## src/rtl/pkt_arb_pkg.sv

```systemverilog
// Shared definitions for the packet-granular Avalon-ST arbiter.
//   arb_state_e : arbiter FSM states (IDLE, BUSY)
//   STAT_WIDTH  : width of each statistics counter
//   sel_width() : width of a source index for a given source count
package pkt_arb_pkg;

   typedef enum logic {
      IDLE = 1'b0,
      BUSY = 1'b1
   } arb_state_e;

   localparam int unsigned STAT_WIDTH = 16;

   // A two-source arbiter still needs one index bit.
   function automatic int unsigned sel_width(input int unsigned n);
      return (n <= 2) ? 1 : $clog2(n);
   endfunction

endpackage

```

## src/rtl/rr_arbiter.sv

```systemverilog
// Combinational rotating-priority picker.
//   req_i        : request vector, one bit per source
//   last_grant_i : index granted most recently; search starts one above it
//   winner_o     : first requesting index found, wrapping modulo NUM_SRC
//   found_o      : at least one request was present
module rr_arbiter
   import pkt_arb_pkg::*;
#(
   parameter int unsigned NUM_SRC   = 4,
   parameter int unsigned SEL_WIDTH = sel_width(NUM_SRC)
) (
   input  logic [NUM_SRC-1:0]   req_i,
   input  logic [SEL_WIDTH-1:0] last_grant_i,
   output logic [SEL_WIDTH-1:0] winner_o,
   output logic                 found_o
);

   always_comb begin
      int unsigned idx;
      idx      = 0;
      winner_o = '0;
      found_o  = 1'b0;
      for (int unsigned i = 1; i <= NUM_SRC; i++) begin
         idx = (32'(last_grant_i) + i) % NUM_SRC;
         if (!found_o && req_i[idx]) begin
            winner_o = SEL_WIDTH'(idx);
            found_o  = 1'b1;
         end
      end
   end

endmodule

```

## src/rtl/ast_pkt_arbiter.sv

```systemverilog
// Packet-granular round-robin merge of NUM_SRC Avalon-ST sources.
// A grant is taken on a startofpacket request and held until the granted
// source's endofpacket beat is accepted; one bubble cycle per packet.
// Ports:
//   clk_i, srst_n_i      : clock, synchronous active-low reset
//   arb_en_i             : permits new grants (an active packet always completes)
//   sink_*_i/sink_ready_o: per-source Avalon-ST sinks, source k in slice k
//   src_*_o/src_ready_i  : merged Avalon-ST source, src_channel_o = grant index
//   busy_o               : a packet grant is active
//   drop_o               : pulse when out-of-packet beats are discarded in IDLE
// Optional (macro PKT_ARB_STATS_EN):
//   pkt_cnt_o            : per-source saturating count of accepted eop beats
//   drop_cnt_o           : saturating count of drop_o pulses
module ast_pkt_arbiter
   import pkt_arb_pkg::*;
#(
   parameter int unsigned NUM_SRC     = 4,
   parameter int unsigned AST_DWIDTH  = 64,
   parameter int unsigned EMPTY_WIDTH = $clog2(AST_DWIDTH/8),
   parameter int unsigned SEL_WIDTH   = sel_width(NUM_SRC)
) (
   input  logic                           clk_i,
   input  logic                           srst_n_i,
   input  logic                           arb_en_i,
   input  logic [NUM_SRC*AST_DWIDTH-1:0]  sink_data_i,
   input  logic [NUM_SRC-1:0]             sink_valid_i,
   input  logic [NUM_SRC-1:0]             sink_sop_i,
   input  logic [NUM_SRC-1:0]             sink_eop_i,
   input  logic [NUM_SRC*EMPTY_WIDTH-1:0] sink_empty_i,
   output logic [NUM_SRC-1:0]             sink_ready_o,
   output logic [AST_DWIDTH-1:0]          src_data_o,
   output logic                           src_valid_o,
   output logic                           src_sop_o,
   output logic                           src_eop_o,
   output logic [EMPTY_WIDTH-1:0]         src_empty_o,
   output logic [SEL_WIDTH-1:0]           src_channel_o,
   input  logic                           src_ready_i,
`ifdef PKT_ARB_STATS_EN
   output logic [NUM_SRC*STAT_WIDTH-1:0]  pkt_cnt_o,
   output logic [STAT_WIDTH-1:0]          drop_cnt_o,
`endif
   output logic                           busy_o,
   output logic                           drop_o
);

   arb_state_e           state_q, state_d;
   logic [SEL_WIDTH-1:0] grant_q, grant_d;
   logic [SEL_WIDTH-1:0] last_grant_q, last_grant_d;

   logic [NUM_SRC-1:0]     req, orphan;
   logic [SEL_WIDTH-1:0]   winner;
   logic                   found;
   logic                   sel_valid, sel_sop, sel_eop;
   logic [AST_DWIDTH-1:0]  sel_data;
   logic [EMPTY_WIDTH-1:0] sel_empty;
   logic                   eop_acc;

   assign req    = sink_valid_i & sink_sop_i;
   assign orphan = sink_valid_i & ~sink_sop_i;

   rr_arbiter #(
      .NUM_SRC   (NUM_SRC),
      .SEL_WIDTH (SEL_WIDTH)
   ) u_rr_arbiter (
      .req_i        (req),
      .last_grant_i (last_grant_q),
      .winner_o     (winner),
      .found_o      (found)
   );

   // Zero-latency mux of the granted source.
   always_comb begin
      sel_valid = 1'b0;
      sel_sop   = 1'b0;
      sel_eop   = 1'b0;
      sel_data  = '0;
      sel_empty = '0;
      for (int unsigned k = 0; k < NUM_SRC; k++) begin
         if (grant_q == SEL_WIDTH'(k)) begin
            sel_valid = sink_valid_i[k];
            sel_sop   = sink_sop_i[k];
            sel_eop   = sink_eop_i[k];
            sel_data  = sink_data_i[k*AST_DWIDTH +: AST_DWIDTH];
            sel_empty = sink_empty_i[k*EMPTY_WIDTH +: EMPTY_WIDTH];
         end
      end
   end

   assign src_data_o    = sel_data;
   assign src_empty_o   = sel_empty;
   assign src_channel_o = grant_q;

   always_comb begin
      state_d      = state_q;
      grant_d      = grant_q;
      last_grant_d = last_grant_q;
      sink_ready_o = '0;
      src_valid_o  = 1'b0;
      src_sop_o    = 1'b0;
      src_eop_o    = 1'b0;
      busy_o       = 1'b0;
      drop_o       = 1'b0;
      case (state_q)
         IDLE: begin
            // Out-of-packet beats are drained so they cannot block a sop.
            sink_ready_o = orphan;
            drop_o       = |orphan;
            if (arb_en_i && found) begin
               grant_d      = winner;
               last_grant_d = winner;
               state_d      = BUSY;
            end
         end
         BUSY: begin
            busy_o       = 1'b1;
            src_valid_o  = sel_valid;
            src_sop_o    = sel_sop;
            src_eop_o    = sel_eop;
            sink_ready_o = {{(NUM_SRC-1){1'b0}}, src_ready_i} << grant_q;
         end
         default: state_d = IDLE;
      endcase
      // No handshakes while reset is held, whatever the pre-reset state.
      if (!srst_n_i) begin
         sink_ready_o = '0;
         src_valid_o  = 1'b0;
         src_sop_o    = 1'b0;
         src_eop_o    = 1'b0;
         busy_o       = 1'b0;
         drop_o       = 1'b0;
      end
      eop_acc = src_valid_o & src_ready_i & src_eop_o;
      if (eop_acc) begin
         state_d = IDLE;
      end
   end

   always_ff @(posedge clk_i) begin
      if (!srst_n_i) begin
         state_q      <= IDLE;
         grant_q      <= '0;
         last_grant_q <= SEL_WIDTH'(NUM_SRC-1);
      end else begin
         state_q      <= state_d;
         grant_q      <= grant_d;
         last_grant_q <= last_grant_d;
      end
   end

`ifdef PKT_ARB_STATS_EN
   logic [STAT_WIDTH-1:0] pkt_cnt_q [NUM_SRC];
   logic [STAT_WIDTH-1:0] pkt_cnt_d [NUM_SRC];
   logic [STAT_WIDTH-1:0] drop_cnt_q, drop_cnt_d;

   always_comb begin
      for (int unsigned k = 0; k < NUM_SRC; k++) begin
         pkt_cnt_d[k] = pkt_cnt_q[k];
         if (eop_acc && grant_q == SEL_WIDTH'(k) && pkt_cnt_q[k] != '1) begin
            pkt_cnt_d[k] = pkt_cnt_q[k] + STAT_WIDTH'(1);
         end
         pkt_cnt_o[k*STAT_WIDTH +: STAT_WIDTH] = pkt_cnt_q[k];
      end
      drop_cnt_d = drop_cnt_q;
      if (drop_o && drop_cnt_q != '1) begin
         drop_cnt_d = drop_cnt_q + STAT_WIDTH'(1);
      end
   end

   assign drop_cnt_o = drop_cnt_q;

   always_ff @(posedge clk_i) begin
      if (!srst_n_i) begin
         for (int unsigned k = 0; k < NUM_SRC; k++) begin
            pkt_cnt_q[k] <= '0;
         end
         drop_cnt_q <= '0;
      end else begin
         for (int unsigned k = 0; k < NUM_SRC; k++) begin
            pkt_cnt_q[k] <= pkt_cnt_d[k];
         end
         drop_cnt_q <= drop_cnt_d;
      end
   end
`endif

endmodule

```

## config.mk

```make
export PLATFORM = sky130hd
export DESIGN_NAME = ast_pkt_arbiter
export DESIGN_NICKNAME = d
export VERILOG_FILES = /design/src/rtl/pkt_arb_pkg.sv /design/src/rtl/rr_arbiter.sv /design/src/rtl/ast_pkt_arbiter.sv
export SDC_FILE = /design/constraint.sdc
export NUM_CORES = 1
export LEC_CHECK = 0
export BUFFER_PORTS_ARGS = -buffer_cell sky130_fd_sc_hd__buf_4
export CAP_MARGIN = 40
export CORE_AREA = 5 5 138 140
export CTS_BUF_LIST = sky130_fd_sc_hd__clkbuf_16
export DETAILED_ROUTE_END_ITERATION = 8
export DIE_AREA = 0 0 143 145
export GPL_ROUTABILITY_DRIVEN = 0
export PLACE_DENSITY_LB_ADDON = 0.25
export SETUP_SLACK_MARGIN = 0.02
export SLEW_MARGIN = 20
export SYNTH_ARGS = -nofsm -noshare
export SYNTH_HDL_FRONTEND = slang
export SYNTH_SLANG_ARGS = --single-unit
```

## constraint.sdc

```tcl
create_clock -name clk_i -period 1.46 [get_ports clk_i]
set_input_delay 0.146 -clock clk_i [delete_from_list [all_inputs] [get_ports clk_i]]
set_output_delay 0.146 -clock clk_i [all_outputs]
set_load 0.03 [all_outputs]
```

**Yosys cells after proc, flatten, opt, wreduce, memory -nomap -nowiden**

Cells that the tools add are included.
W data, S select, Z words.

- Add/subtract/negate cells: 4
- Magnitude comparators: 4
- Eq/ne operators: 3
- Shift-type cells: 1
- Mux-type cells: 50
- Bitwise gates (word level): 7
- Reductions and logical operators: 11

Operators by type and width:

| operator | count |
|---|---|
| $mux W64 | 4 |
| $mux W1 | 32 |
| $lt A2 B3 Y1 const B | 4 |
| $mux W3 | 4 |
| $and A4 B4 Y4 | 2 |
| $bmux W1 S2 | 4 |
| $mux W2 | 4 |
| $pmux W4 S2 | 1 |
| $add A2 B1 Y2 const B | 2 |
| $add A2 B2 Y2 const B | 2 |
| $eq A2 B2 Y1 const B | 2 |
| $logic_and A1 B1 Y1 | 4 |
| $mux W4 | 1 |
| $not A4 Y4 | 1 |
| $reduce_or A4 Y1 | 1 |
| $shl A1 B2 Y4 | 1 |
| $logic_not A1 Y1 | 3 |
| $and A1 B1 Y1 | 2 |
| $eq A2 B1 Y1 const B | 1 |
| $logic_not A2 Y1 | 1 |
| $not A1 Y1 | 2 |
| $reduce_and A2 Y1 | 1 |
| $reduce_or A2 Y1 | 1 |

- Flip-flop bits (word level): 5
- Bits of input ports: 284
- Output and inout port bits: 78
- Word-level logic and storage cells: 83

**Longest topological paths before layout**

- Word-level depth: 16
- Gate-level depth with buffers: 5

**Cells and area by module**

A second synthesis with hierarchy kept.

- Cell total of the unflattened synthesis: 150
- Area total of the unflattened synthesis: 2,123.3 um^2

Modules (own cells, without submodules):

| module | times used | cells an instance | area an instance (um^2) |
|---|---|---|---|
| ast_pkt_arbiter | 1 | 136 | 2,031.9 |
| rr_arbiter | 1 | 14 | 91.3 |

**Worst setup path before layout**

Ideal clock, no wire load.

- Path type: register -> output
- Start point: reg grant_q[0], in the netlist src_channel_o[0]
- End point: out sink_ready_o[0]
- Arrival: 1.758 ns
- Required time: 1.314 ns
- Setup slack: -0.444 ns
- Stages on the path, launching flop included: 5
- Path buffers: 2
- Path through: dfxtp_1 > buf_6 > buf_4 > nand2b_1 > o32ai_1

- Longest elaborated chain between the ends: 3

Ends and longest elaborated chain:

| item | RTL line | source |
|---|---|---|
| start: declaration | ast_pkt_arbiter.sv:47 | `logic [SEL_WIDTH-1:0] grant_q, grant_d;` |
| start signal: assignment | ast_pkt_arbiter.sv:145 | `grant_q <= grant_d;` |
| $shl A1 B2 Y4 | ast_pkt_arbiter.sv:119 | `sink_ready_o = {{(NUM_SRC-1){1'b0}}, src_ready_i} << grant_q;` |
| $pmux W4 S2 | ast_pkt_arbiter.sv:103 | `case (state_q)` |
| $mux W4 | ast_pkt_arbiter.sv:124 | `if (!srst_n_i) begin` |
| end: declaration | ast_pkt_arbiter.sv:30 | `output logic [NUM_SRC-1:0] sink_ready_o,` |

Every way passes these cells.

**Worst setup path after layout**

- Start point: reg grant_q[0], in the netlist src_channel_o[0]
- End point: out src_data_o[25]

- Longest elaborated chain between the ends: 5
- Elaborated cells between the ends (all ways): 8
- Those cells by class: eq/ne: 3; mux: 4; reduce/logical: 1

Ends and longest elaborated chain:

| item | RTL line | source |
|---|---|---|
| $logic_not A2 Y1 | ast_pkt_arbiter.sv:79 | `if (grant_q == SEL_WIDTH'(k)) begin` |
| $mux W64 (3 in a row) | ast_pkt_arbiter.sv:79 |  |
| $mux W64 * | ast_pkt_arbiter.sv:79 |  |
| end: declaration | ast_pkt_arbiter.sv:31 | `output logic [AST_DWIDTH-1:0] src_data_o,` |

Mark *: on every way between the ends. The rest lies on a longest branch, timed or not.

==> results.toml <==
[synth]
synth_area_leaders = "mux4_2, dfxtp_1, buf_4"
synthDistinctLibCells = 30
ys_top_cells_by_count = "mux4_2, buf_2, and2_1, nand2_1, nand2b_1"
seq_area_frac_synth = 0.0474
syn-num-nets = 428
synth_edf_count = 0
synth_ff_type = "dfxtp_1"
synth_most_common_cell = "mux4_2"
synthCells = 144
ys_ff_latch = 5
syn-cell-area_um2 = 2110
ys_async_sr_fraction = 0
yosys.area.top_type = "mux4_2"
synth.avg_cell_area_um2 = 14.7
yosys.area.top_type_share = 0.746
ys.warnings.count = 0

[setup_path]
r2r_cells = 7
r2r_end = "state_q$_SDFF_PP0_"
cp.required_ns = 1.31
rrSetupSlack_ns = -0.20
crit_chain = "buf_12 -> clkbuf_16 -> mux4_2 -> buf_6"
arrival_ns = 1.63
cp-start-kind = "flop"
max_stage_delay_ns = 0.53
cp-end-kind = "primary output"
slowest_stage = "mux4_2"
critPathMaxFanout = 7
critical_path_class = "flop to primary output"
reg2reg_from = "src_channel_o[0]$_SDFFE_PN0P_"

[timing]
max_slew.worst_pin.slew_ns = 0.351
fin_hold_ws_ns = 0.175
finalSetupViolations = 75
fin_tns_setup_ns = -19.01
hold_viol_final = 0
rsz0062_at_grt = "true"
relSlewSlack = 0.764
fin_crit_ns = 1.78
finClkSkew_ns = 0.000192
drv_slew = 0
clock.fmax_mhz = 562
fin_ws_ns = -0.320
period_share = 1.22

[detailed_routing]
ant_nets = 0
drt_wl_total_mm = 17.3
drcViolationCount = 0
drt-initial-drc-count = 152
wl_per_cell_um = 23.0
via_per_inst = 4.38
via_count = 3298
drt_pass1_iterations = 4

[global_route]
antenna_found_initial = 0
grt_first_pass_wirelength_mm = 24.4
grt_pass1_vias = 3706
grt_max_degree = 33
gr-total-overflow = 0
grtUsageTotal = 0.152

[die]
io_pins = 362
die_area_um2 = 20700
core_um2 = 17700
start_util = 0.119
die_w_um = 143
die_y_um = 145
core.rowCount = 49

[power]
leakagePower_nw = 2.68
power_density_nw_per_um2 = 494
ir_worst_vdd_v = 0.000600

[placed_design]
dpl.cell_count = 730
dp_hpwl_mm = 14.6
numPortBuffers = 361

[final_layout]
num_antenna_cells = 0
syn_to_final_growth_pct = 182
finalNonFillerCells = 753
final_core_util = 0.336
drive_gt1_frac = 0.916
fin_nets = 809
nFillCells = 1810

[worst_hold_path]
hold_path.class = "primary input to flop"
hold_start = "src_ready_i"
whs_path_depth = 2
holdPathEnd = "state_q$_SDFF_PP0_"

[job]
drv_cap = 0

[clock_network]
cts_tree = "yes"
cts_buffers = 3
clock_tree.root_cell = "clkbuf_16"
cts_sinks = 5
htree_levels = 1
clock_latency_ns = 0.22
cts_buffer_depth = 2
path_clk_slew_ns = 0.03
holdBufCountCts = 0

[run_status]
violations = "negative setup slack"
outcome = "complete, but fails checks"
## critical path, delay by kind of cell (launching register included)
kind	cells	cell delay (ns)
mux	1	0.53
buf+inv	3	0.49
flops	1	0.38
## metal layers
layer / global-route usage / routed length, um / up-vias
li1: - / - / 1434
met1: 0.194 / 6660 / 1667
met2: 0.273 / 8930 / 183
met3: 0.0309 / 1550 / 14
met4: 0.0152 / 159 / 0
met5: 0 / 0 / -
## cell type report
type                    count  area [um2]  area share
multi-input cells         119        1960       0.329
clock inverters             1        3.75    0.000630
inverters                   3        11.3     0.00189
clock buffers               3        75.1      0.0126
flip-flops and latches      5         109      0.0183
repair buffers            393        3510       0.590
well taps                 229         287      0.0481
## through the flow
step	setup WS (ns)	area [um2]	total power, mW
after floorplan	-0.0595	2150	1.12
after global placement	-0.132	5200	2.19
after detailed placement	-0.152	5200	2.20
after CTS	-0.348	5880	2.94
after global routing	-0.359	5960	3.07
final	-0.320	5960	2.95
## registers in the layout, indices dropped and copies added, names as in the netlist
name / cells
src_channel_o: 2
last_grant_q: 2
state_q: 1
## logic make-up (layout without fill, tap and decap cells)
logic type | Yosys count | count (layout) | share of synthesized area
buffers and inverters | 20 | 400 | 0.0545
AND/OR/NAND/NOR | 29 | 29 | 0.0800
AO/OA/AOI/OAI | 20 | 20 | 0.0717
flip-flops | 5 | 5 | 0.0474
multiplexers | 70 | 70 | 0.746
## worst max-delay path by stage
stage	slack [ns]	startpoint	cells past startpoint	endpoint
finish	-0.32	src_channel_o[0]$_SDFFE_PN0P_	4	src_data_o[25]
detailed placement	-0.15	src_channel_o[0]$_SDFFE_PN0P_	3	src_data_o[45]
global placement	-0.13	src_channel_o[0]$_SDFFE_PN0P_	3	src_data_o[45]
floorplan	-0.06	src_channel_o[0]$_SDFFE_PN0P_	3	src_data_o[10]
CTS	-0.35	src_channel_o[0]$_SDFFE_PN0P_	5	src_eop_o
global route	-0.36	src_channel_o[0]$_SDFFE_PN0P_	5	src_eop_o
## layout by cell type, fill, tap and decap left out, types with 2 or more instances in the layout
master     count
a21boi_0       3
dfxtp_1        2
dfxtp_4        2
and2_4         5
nand3b_1       2
buf_16         3
nand2b_1       6
nor2b_1        2
a22oi_1        2
buf_12        10
o22ai_2        2
buf_4        297
inv_1          4
bufbuf_16      2
o211ai_1       3
mux4_2        70
clkbuf_16      5
and2_1         3
nand2_1        7
buf_6         77
## report_power, final
group	internal [mW]	leakage [nW]	switching, mW	total [mW]
clock network	0.355	0.0423	0.0884	0.443
logic	1.33	2.59	1.00	2.33
registers	0.148	0.0430	0.0200	0.168
total	1.84	2.68	1.11	2.95
## repair_timing
| item | CTS | global route |
|---|---|---|
| buffers inserted | 11 | 4 |
| gates cloned | 5 | 2 |
| pin swaps | 3 | 5 |
| setup endpoints to repair | 75 | 76 |
| gates resized for setup | 86 | 13 |
No activity file was read; power rests on OpenSTA's default activity.
